File: config.mk
export PLATFORM = sky130hd
export DESIGN_NAME = cmd_regfile
export DESIGN_NICKNAME = d
export VERILOG_FILES = /design/src/rtl/cmd_regfile.sv
export SDC_FILE = /design/constraint.sdc
export NUM_CORES = 1
export LEC_CHECK = 0
export BUFFER_PORTS_ARGS = -buffer_cell sky130_fd_sc_hd__buf_2
export CORE_UTILIZATION = 56
export DETAILED_ROUTE_END_ITERATION = 6
export PLACE_DENSITY_LB_ADDON = 0.25
export SKIP_LAST_GASP = 1
export SYNTH_ARGS = -nofsm -noshare
export SYNTH_HDL_FRONTEND = slang
export SYNTH_SLANG_ARGS = --single-unit
File: constraint.sdc
create_clock -name sys_clk -period 6 [get_ports sys_clk]
set_input_delay 0.3 -clock sys_clk [delete_from_list [all_inputs] [get_ports sys_clk]]
set_output_delay 0.3 -clock sys_clk [all_outputs]
set_load 0.05 [all_outputs]
File: src/rtl/cmd_regfile.sv
// -----------------------------------------------------------------------------
// cmd_regfile
//   Command-driven register file for a bank of oscillator channels. A command
//   (opcode + channel index + data word) is taken in IDLE, executed for one
//   cycle in EXEC, and a READ is answered from RESP with a valid/ready
//   handshake. Writes land in shadow registers and are copied to the active
//   outputs by COMMIT. With AUTO_COMMIT set, writes update the active outputs
//   directly.
//
// Ports
//   sys_clk, sys_rst     : clock (rising edge), async active-high reset
//   cmd_word [7:0]       : [7:4] opcode, [3:0] channel index
//   data_word            : command payload
//   cmd_valid/cmd_ready  : command handshake (ready only in IDLE)
//   osc_en/tune/wave/pw  : active per-channel fields, channel i at slice i
//   modulation_select    : active global modulation select
//   rd_data/rd_valid     : readback response, held until rd_ready
//   rd_ready             : readback consumed
//   cmd_err              : one-cycle pulse for an illegal command
// -----------------------------------------------------------------------------
module cmd_regfile #(
   parameter int N_OSC                   = 2,
   parameter int DATAWORD_WIDTH          = 16,
   parameter int TUNING_WIDTH            = 14,
   parameter int WAVE_SELECT_WIDTH       = 3,
   parameter int PULSEWIDTH_WIDTH        = 12,
   parameter int MODULATION_SELECT_WIDTH = 2,
   parameter int AUTO_COMMIT             = 0
) (
   input  logic                                 sys_clk,
   input  logic                                 sys_rst,
   input  logic [7:0]                           cmd_word,
   input  logic [DATAWORD_WIDTH-1:0]            data_word,
   input  logic                                 cmd_valid,
   output logic                                 cmd_ready,
   output logic [N_OSC-1:0]                     osc_en,
   output logic [N_OSC*TUNING_WIDTH-1:0]        osc_tune,
   output logic [N_OSC*WAVE_SELECT_WIDTH-1:0]   osc_wave,
   output logic [N_OSC*PULSEWIDTH_WIDTH-1:0]    osc_pw,
   output logic [MODULATION_SELECT_WIDTH-1:0]   modulation_select,
   output logic [DATAWORD_WIDTH-1:0]            rd_data,
   output logic                                 rd_valid,
   input  logic                                 rd_ready,
   output logic                                 cmd_err
);

   localparam logic [1:0] ST_IDLE = 2'd0;
   localparam logic [1:0] ST_EXEC = 2'd1;
   localparam logic [1:0] ST_RESP = 2'd2;

   localparam logic [3:0] OP_NOP      = 4'd0;
   localparam logic [3:0] OP_SET_TUNE = 4'd1;
   localparam logic [3:0] OP_SET_WAVE = 4'd2;
   localparam logic [3:0] OP_SET_PW   = 4'd3;
   localparam logic [3:0] OP_SET_EN   = 4'd4;
   localparam logic [3:0] OP_SET_MOD  = 4'd5;
   localparam logic [3:0] OP_READ     = 4'd6;
   localparam logic [3:0] OP_COMMIT   = 4'd7;

   localparam logic [2:0] SEL_TUNE = 3'd0;
   localparam logic [2:0] SEL_WAVE = 3'd1;
   localparam logic [2:0] SEL_PW   = 3'd2;
   localparam logic [2:0] SEL_EN   = 3'd3;
   localparam logic [2:0] SEL_MOD  = 3'd4;

   // FSM and captured command
   logic [1:0]                          state_q, state_d;
   logic [3:0]                          op_q, op_d;
   logic [3:0]                          ch_q, ch_d;
   logic [DATAWORD_WIDTH-1:0]           data_q, data_d;

   // Shadow fields
   logic [TUNING_WIDTH-1:0]             sh_tune_q [N_OSC];
   logic [TUNING_WIDTH-1:0]             sh_tune_d [N_OSC];
   logic [WAVE_SELECT_WIDTH-1:0]        sh_wave_q [N_OSC];
   logic [WAVE_SELECT_WIDTH-1:0]        sh_wave_d [N_OSC];
   logic [PULSEWIDTH_WIDTH-1:0]         sh_pw_q   [N_OSC];
   logic [PULSEWIDTH_WIDTH-1:0]         sh_pw_d   [N_OSC];
   logic [N_OSC-1:0]                    sh_en_q, sh_en_d;
   logic [MODULATION_SELECT_WIDTH-1:0]  sh_mod_q, sh_mod_d;

   // Active fields driving the outputs
   logic [TUNING_WIDTH-1:0]             act_tune_q [N_OSC];
   logic [TUNING_WIDTH-1:0]             act_tune_d [N_OSC];
   logic [WAVE_SELECT_WIDTH-1:0]        act_wave_q [N_OSC];
   logic [WAVE_SELECT_WIDTH-1:0]        act_wave_d [N_OSC];
   logic [PULSEWIDTH_WIDTH-1:0]         act_pw_q   [N_OSC];
   logic [PULSEWIDTH_WIDTH-1:0]         act_pw_d   [N_OSC];
   logic [N_OSC-1:0]                    act_en_q, act_en_d;
   logic [MODULATION_SELECT_WIDTH-1:0]  act_mod_q, act_mod_d;

   logic [DATAWORD_WIDTH-1:0]           rd_data_q, rd_data_d;

   logic                                ch_oob;
   logic                                sel_bad;
   logic                                cmd_ill;
   logic [DATAWORD_WIDTH-1:0]           rd_sel_val;

   // ---------------------------------------------------------------------------
   // Command legality. The channel index is 4 bits wide but only N_OSC
   // channels exist; SET_MOD, NOP and COMMIT ignore the channel field.
   // ---------------------------------------------------------------------------
   assign ch_oob  = ({1'b0, ch_q} >= 5'(N_OSC));
   assign sel_bad = (data_q[2:0] > SEL_MOD);

   always_comb begin
      cmd_ill = 1'b0;
      case (op_q)
         OP_SET_TUNE, OP_SET_WAVE, OP_SET_PW, OP_SET_EN: cmd_ill = ch_oob;
         OP_READ:                                        cmd_ill = ch_oob | sel_bad;
         OP_NOP, OP_SET_MOD, OP_COMMIT:                  cmd_ill = 1'b0;
         default:                                        cmd_ill = 1'b1;
      endcase
   end

   // Readback mux over the shadow fields, zero-extended to the data width
   always_comb begin
      rd_sel_val = '0;
      for (int i = 0; i < N_OSC; i++) begin
         if (ch_q == 4'(i)) begin
            case (data_q[2:0])
               SEL_TUNE: rd_sel_val = DATAWORD_WIDTH'(sh_tune_q[i]);
               SEL_WAVE: rd_sel_val = DATAWORD_WIDTH'(sh_wave_q[i]);
               SEL_PW:   rd_sel_val = DATAWORD_WIDTH'(sh_pw_q[i]);
               SEL_EN:   rd_sel_val = DATAWORD_WIDTH'(sh_en_q[i]);
               SEL_MOD:  rd_sel_val = DATAWORD_WIDTH'(sh_mod_q);
               default:  rd_sel_val = '0;
            endcase
         end
      end
   end

   // ---------------------------------------------------------------------------
   // Next-state logic
   // ---------------------------------------------------------------------------
   always_comb begin
      state_d    = state_q;
      op_d       = op_q;
      ch_d       = ch_q;
      data_d     = data_q;
      sh_tune_d  = sh_tune_q;
      sh_wave_d  = sh_wave_q;
      sh_pw_d    = sh_pw_q;
      sh_en_d    = sh_en_q;
      sh_mod_d   = sh_mod_q;
      act_tune_d = act_tune_q;
      act_wave_d = act_wave_q;
      act_pw_d   = act_pw_q;
      act_en_d   = act_en_q;
      act_mod_d  = act_mod_q;
      rd_data_d  = rd_data_q;

      case (state_q)
         ST_IDLE: begin
            if (cmd_valid) begin
               op_d    = cmd_word[7:4];
               ch_d    = cmd_word[3:0];
               data_d  = data_word;
               state_d = ST_EXEC;
            end
         end

         ST_EXEC: begin
            state_d = ST_IDLE;
            // Illegal commands fall through with every register untouched
            if (!cmd_ill) begin
               case (op_q)
                  OP_SET_TUNE: begin
                     for (int i = 0; i < N_OSC; i++) begin
                        if (ch_q == 4'(i)) begin
                           sh_tune_d[i] = TUNING_WIDTH'(data_q);
                           if (AUTO_COMMIT != 0) act_tune_d[i] = TUNING_WIDTH'(data_q);
                        end
                     end
                  end
                  OP_SET_WAVE: begin
                     for (int i = 0; i < N_OSC; i++) begin
                        if (ch_q == 4'(i)) begin
                           sh_wave_d[i] = WAVE_SELECT_WIDTH'(data_q);
                           if (AUTO_COMMIT != 0) act_wave_d[i] = WAVE_SELECT_WIDTH'(data_q);
                        end
                     end
                  end
                  OP_SET_PW: begin
                     for (int i = 0; i < N_OSC; i++) begin
                        if (ch_q == 4'(i)) begin
                           sh_pw_d[i] = PULSEWIDTH_WIDTH'(data_q);
                           if (AUTO_COMMIT != 0) act_pw_d[i] = PULSEWIDTH_WIDTH'(data_q);
                        end
                     end
                  end
                  OP_SET_EN: begin
                     for (int i = 0; i < N_OSC; i++) begin
                        if (ch_q == 4'(i)) begin
                           sh_en_d[i] = data_q[0];
                           if (AUTO_COMMIT != 0) act_en_d[i] = data_q[0];
                        end
                     end
                  end
                  OP_SET_MOD: begin
                     sh_mod_d = MODULATION_SELECT_WIDTH'(data_q);
                     if (AUTO_COMMIT != 0) act_mod_d = MODULATION_SELECT_WIDTH'(data_q);
                  end
                  OP_READ: begin
                     rd_data_d = rd_sel_val;
                     state_d   = ST_RESP;
                  end
                  OP_COMMIT: begin
                     // In auto-commit mode active already tracks shadow
                     if (AUTO_COMMIT == 0) begin
                        act_tune_d = sh_tune_q;
                        act_wave_d = sh_wave_q;
                        act_pw_d   = sh_pw_q;
                        act_en_d   = sh_en_q;
                        act_mod_d  = sh_mod_q;
                     end
                  end
                  default: ;
               endcase
            end
         end

         ST_RESP: begin
            if (rd_ready) state_d = ST_IDLE;
         end

         default: state_d = ST_IDLE;
      endcase
   end

   // ---------------------------------------------------------------------------
   // State registers
   // ---------------------------------------------------------------------------
   always_ff @(posedge sys_clk or posedge sys_rst) begin
      if (sys_rst) begin
         state_q    <= ST_IDLE;
         op_q       <= '0;
         ch_q       <= '0;
         data_q     <= '0;
         sh_tune_q  <= '{default: '0};
         sh_wave_q  <= '{default: '0};
         sh_pw_q    <= '{default: '0};
         sh_en_q    <= '0;
         sh_mod_q   <= '0;
         act_tune_q <= '{default: '0};
         act_wave_q <= '{default: '0};
         act_pw_q   <= '{default: '0};
         act_en_q   <= '0;
         act_mod_q  <= '0;
         rd_data_q  <= '0;
      end else begin
         state_q    <= state_d;
         op_q       <= op_d;
         ch_q       <= ch_d;
         data_q     <= data_d;
         sh_tune_q  <= sh_tune_d;
         sh_wave_q  <= sh_wave_d;
         sh_pw_q    <= sh_pw_d;
         sh_en_q    <= sh_en_d;
         sh_mod_q   <= sh_mod_d;
         act_tune_q <= act_tune_d;
         act_wave_q <= act_wave_d;
         act_pw_q   <= act_pw_d;
         act_en_q   <= act_en_d;
         act_mod_q  <= act_mod_d;
         rd_data_q  <= rd_data_d;
      end
   end

   // ---------------------------------------------------------------------------
   // Outputs
   // ---------------------------------------------------------------------------
   // Gated by reset so ready is low for the whole reset window
   assign cmd_ready         = (state_q == ST_IDLE) & ~sys_rst;
   assign rd_valid          = (state_q == ST_RESP);
   assign rd_data           = rd_data_q;
   assign cmd_err           = (state_q == ST_EXEC) & cmd_ill;
   assign osc_en            = act_en_q;
   assign modulation_select = act_mod_q;

   for (genvar g = 0; g < N_OSC; g++) begin : g_pack
      assign osc_tune[g*TUNING_WIDTH      +: TUNING_WIDTH]      = act_tune_q[g];
      assign osc_wave[g*WAVE_SELECT_WIDTH +: WAVE_SELECT_WIDTH] = act_wave_q[g];
      assign osc_pw[g*PULSEWIDTH_WIDTH    +: PULSEWIDTH_WIDTH]  = act_pw_q[g];
   end

endmodule

==> results.md <==
- Register bit total from synthesis: 162
- Final setup viols: 0
- Fin worst setup slack: 3460 ps
- Relative slew slack: 0.334
- Post-Syn Area: 6690 µm²
- Antenna violations before repair: 0
- Compound-cell area share of the yosys netlist: 0.0650
- Pre-CTS setup slack: 3450 ps
- Total wire length: 13500 µm
- Total GRT Usage: 0.238
- Mapped Cells: 456
- Final hold violation count: 0
- Post_cts resized: 0
- Synth Area in XOR/XNOR: 0
- Mapped Avg Cell Area: 14.7 µm²
- Area after DPL: 7290 µm²
- Number of remaining DRC errors: 21
- CP Buf/Inv Count: 0
- Peak supply drop: about 0.24 mV
- Critical-path cell list: nor3_4 -> nor4b_4 -> and4b_1 -> mux2_2
- Cell leakage power: 4.11 nW
- Worst slew pin tran: 1000 ps
- Pin count of the biggest net entering global routing: 83
- Commonest non-fill, non-tap cell in the layout: dfrtp_1
- Root Driver: clkbuf_16
- Synth Warn #: 0
- Rows: 39
- Crit-path leading delay family: simple AND/OR/NAND/NOR gates
- Io pins: roughly 110
- Vias: 4073
- CTS tree: done
- Setup crit start kind: flip-flop
- Clock buffer depth: 2
- Fmax: 394 MHz
- Total grt overflow: 0
- Final period utilization: 0.423
- Asr flop ratio synth: 1.00
- GPL Wtd Cong: 0.760
- Avg Vias per Cell: a little under 6
- Crit-path max FO: 14
- Required time worst endpoint: about 6300 ps
- CP Class: flip-flop to flip-flop
- Crit end category: flip-flop
- Crit-path slowest cell: and4b_1
- Initial DRC count: 253
- Clk_lat worst skew: 430 ps
- Share of layout cells above drive strength 1: 0.507
- Ant diodes: 0
- Clock slew at reported path FFs: ~60 ps
- Finished Core Util: 0.683
- Initial cell density of the core: 0.581
- RSZ-0062 raised after global routing: no
- Ys flop type: dfrtp_1
- Sum of negative setup slack: 0 ps
- Largest stage delay, worst path: 860 ps
- Sequential area share after synthesis: 0.606
- Post-synth cell types: 40
- Num CTS Buffers: 17
- WL per Instance: between 15 and 20 µm
- Core Area: 11500 µm²
- Power, Total: 2.75 mW
- Design Area, Final: 7870 µm²
- Filler cell count: 832
- Violated checks: design-rule violations
- Max-Cap Viols: 0
- 1st-pass router iterations: 7
- Die Wd: 111 µm
- H-Tree Depth: 4
- Post-DRT Antenna Nets: 0
- Die area: 12400 µm²
- Fraction of the mapped netlist area in simple logic gates: 0.0430
- Die H: 111 µm
- Port-buffer cells: 104
- Worst Hold Class: input pin to asynchronous set/reset pin
- Clock Skews: 12.9 ps
- Vias in the first global route: 4228
- Post-synth EDFFs: 0
- Dpl hpwl: 8600 µm
- Hold_buf cts: 0
- First-pass GRT wire length: 22400 µm
- Post-CTS Setup Inserts: 0
- Area Growth Syn to Fin: 17.5%
- Post-Synth Adder-Cell Area: 0
- Total clock sinks: 162
- Multiplexer share of the synthesized area: 0.258
- Min Tclk post-route: 2540 ps
- Nets@finish: slightly below 600
- Pwr Density: 350 nW/µm²
- Pins Over Slew Limit: 0
- Commonest cells after routing, fill and taps aside: dfrtp_1 (162), mux2_2 (136), buf_2 (104)
- Status: finished with violations
- Combinational family with the most area after synthesis: multiplexers
- WP data arrival: 2840 ps
[report_power, final]
| group | switching [mW] | total (mW) | internal, mW |
|---|---|---|---|
| clock network | 0.413 | 1.05 | 0.641 |
| registers | 0.109 | 1.31 | 1.20 |
| logic | 0.249 | 0.394 | 0.145 |
| total | 0.772 | 2.75 | 1.98 |
[worst paths after layout]
check	start	endpoint	slack, ps	cells past startpoint
worst max-delay path	ch_q[2]$_DFFE_PP0P_	sh_tune_q[12]$_DFFE_PP0P_	3460	4
worst min-delay path	sys_rst	state_q[1]$_DFFE_PP0P_	10	2
worst max register to register	ch_q[2]$_DFFE_PP0P_	sh_tune_q[12]$_DFFE_PP0P_	3460	4
worst min register to register	rd_data[4]$_DFFE_PP0P_	rd_data[4]$_DFFE_PP0P_	480	1
max in group asynchronous	sys_rst	osc_pw[20]$_DFFE_PP0P_	4530	3
min in group sys_clk	rd_ready	state_q[1]$_DFFE_PP0P_	60	2
[state kept, by name, indices dropped and copies added (netlist names)]
| signal | flops |
|---|---|
| sh_wave_q | 6 |
| sh_en_q | 2 |
| osc_tune | 28 |
| osc_wave | 6 |
| rd_data | 14 |
| sh_pw_q | 24 |
| state_q | 2 |
| modulation_select | 2 |
| sh_mod_q | 2 |
| op_q | 4 |
| data_q | 14 |
| sh_tune_q | 28 |
| osc_pw | 24 |
| ch_q | 4 |
| osc_en | 2 |
[through the flow]
stage                     hold WS, ps  cells
after global placement            469    676
after detailed placement          469    676
after global routing             67.7    707
after CTS                        34.5    707
final                            14.2    707
after floorplan                   408    457
[synth_stat cells, drive strengths merged, types with 3 or more instances]
cell / number / area, µm²
inv: 4 / 15.0
a211oi: 10 / 75.1
o21ai: 7 / 35.0
nand3: 3 / 20.0
nand3b: 6 / 45.0
nor3: 4 / 36.3
mux2: 146 / 1640
buf: 21 / 121
nor2: 5 / 18.8
a221oi: 10 / 87.6
clkbuf: 14 / 52.6
a21o: 9 / 67.6
o211ai: 5 / 37.5
o31ai: 3 / 22.5
a22oi: 10 / 75.1
mux2i: 8 / 80.1
dfrtp: 162 / 4050
nand2: 8 / 30.0
[kinds of logic after synthesis]
group	after synthesis
AND/OR/NAND/NOR	41
other	1
buffers and inverters	39
AO/OA/AOI/OAI	59
flip-flops	162
multiplexers	154
[cell type report]
cell class / count / area [µm²] / share of cell area
clock buffer: 22 / 474 / 0.0603
clock inverter: 9 / 106 / 0.0135
inverter: 4 / 20.0 / 0.00254
multi-input combinational: 256 / 2460 / 0.313
sequential: 162 / 4050 / 0.515
tap: 143 / 179 / 0.0227
timing repair buffer: 111 / 573 / 0.0728
[routing by layer]
metal	part of all wire	routed length [µm]	global-route usage
met4	0.016	210	0.102
met3	0.049	667	0.0550
met5	0	0	0
met1	0.45	6080	0.331
met2	0.48	6530	0.363
[worst reg2reg max path, stage by stage (launching register included)]
cell and delay, ps:
dfrtp_1 400, nor3_4 330, nor4b_4 400, and4b_1 870, mux2_2 420
Note: power is estimated with default switching activity, not from simulation.
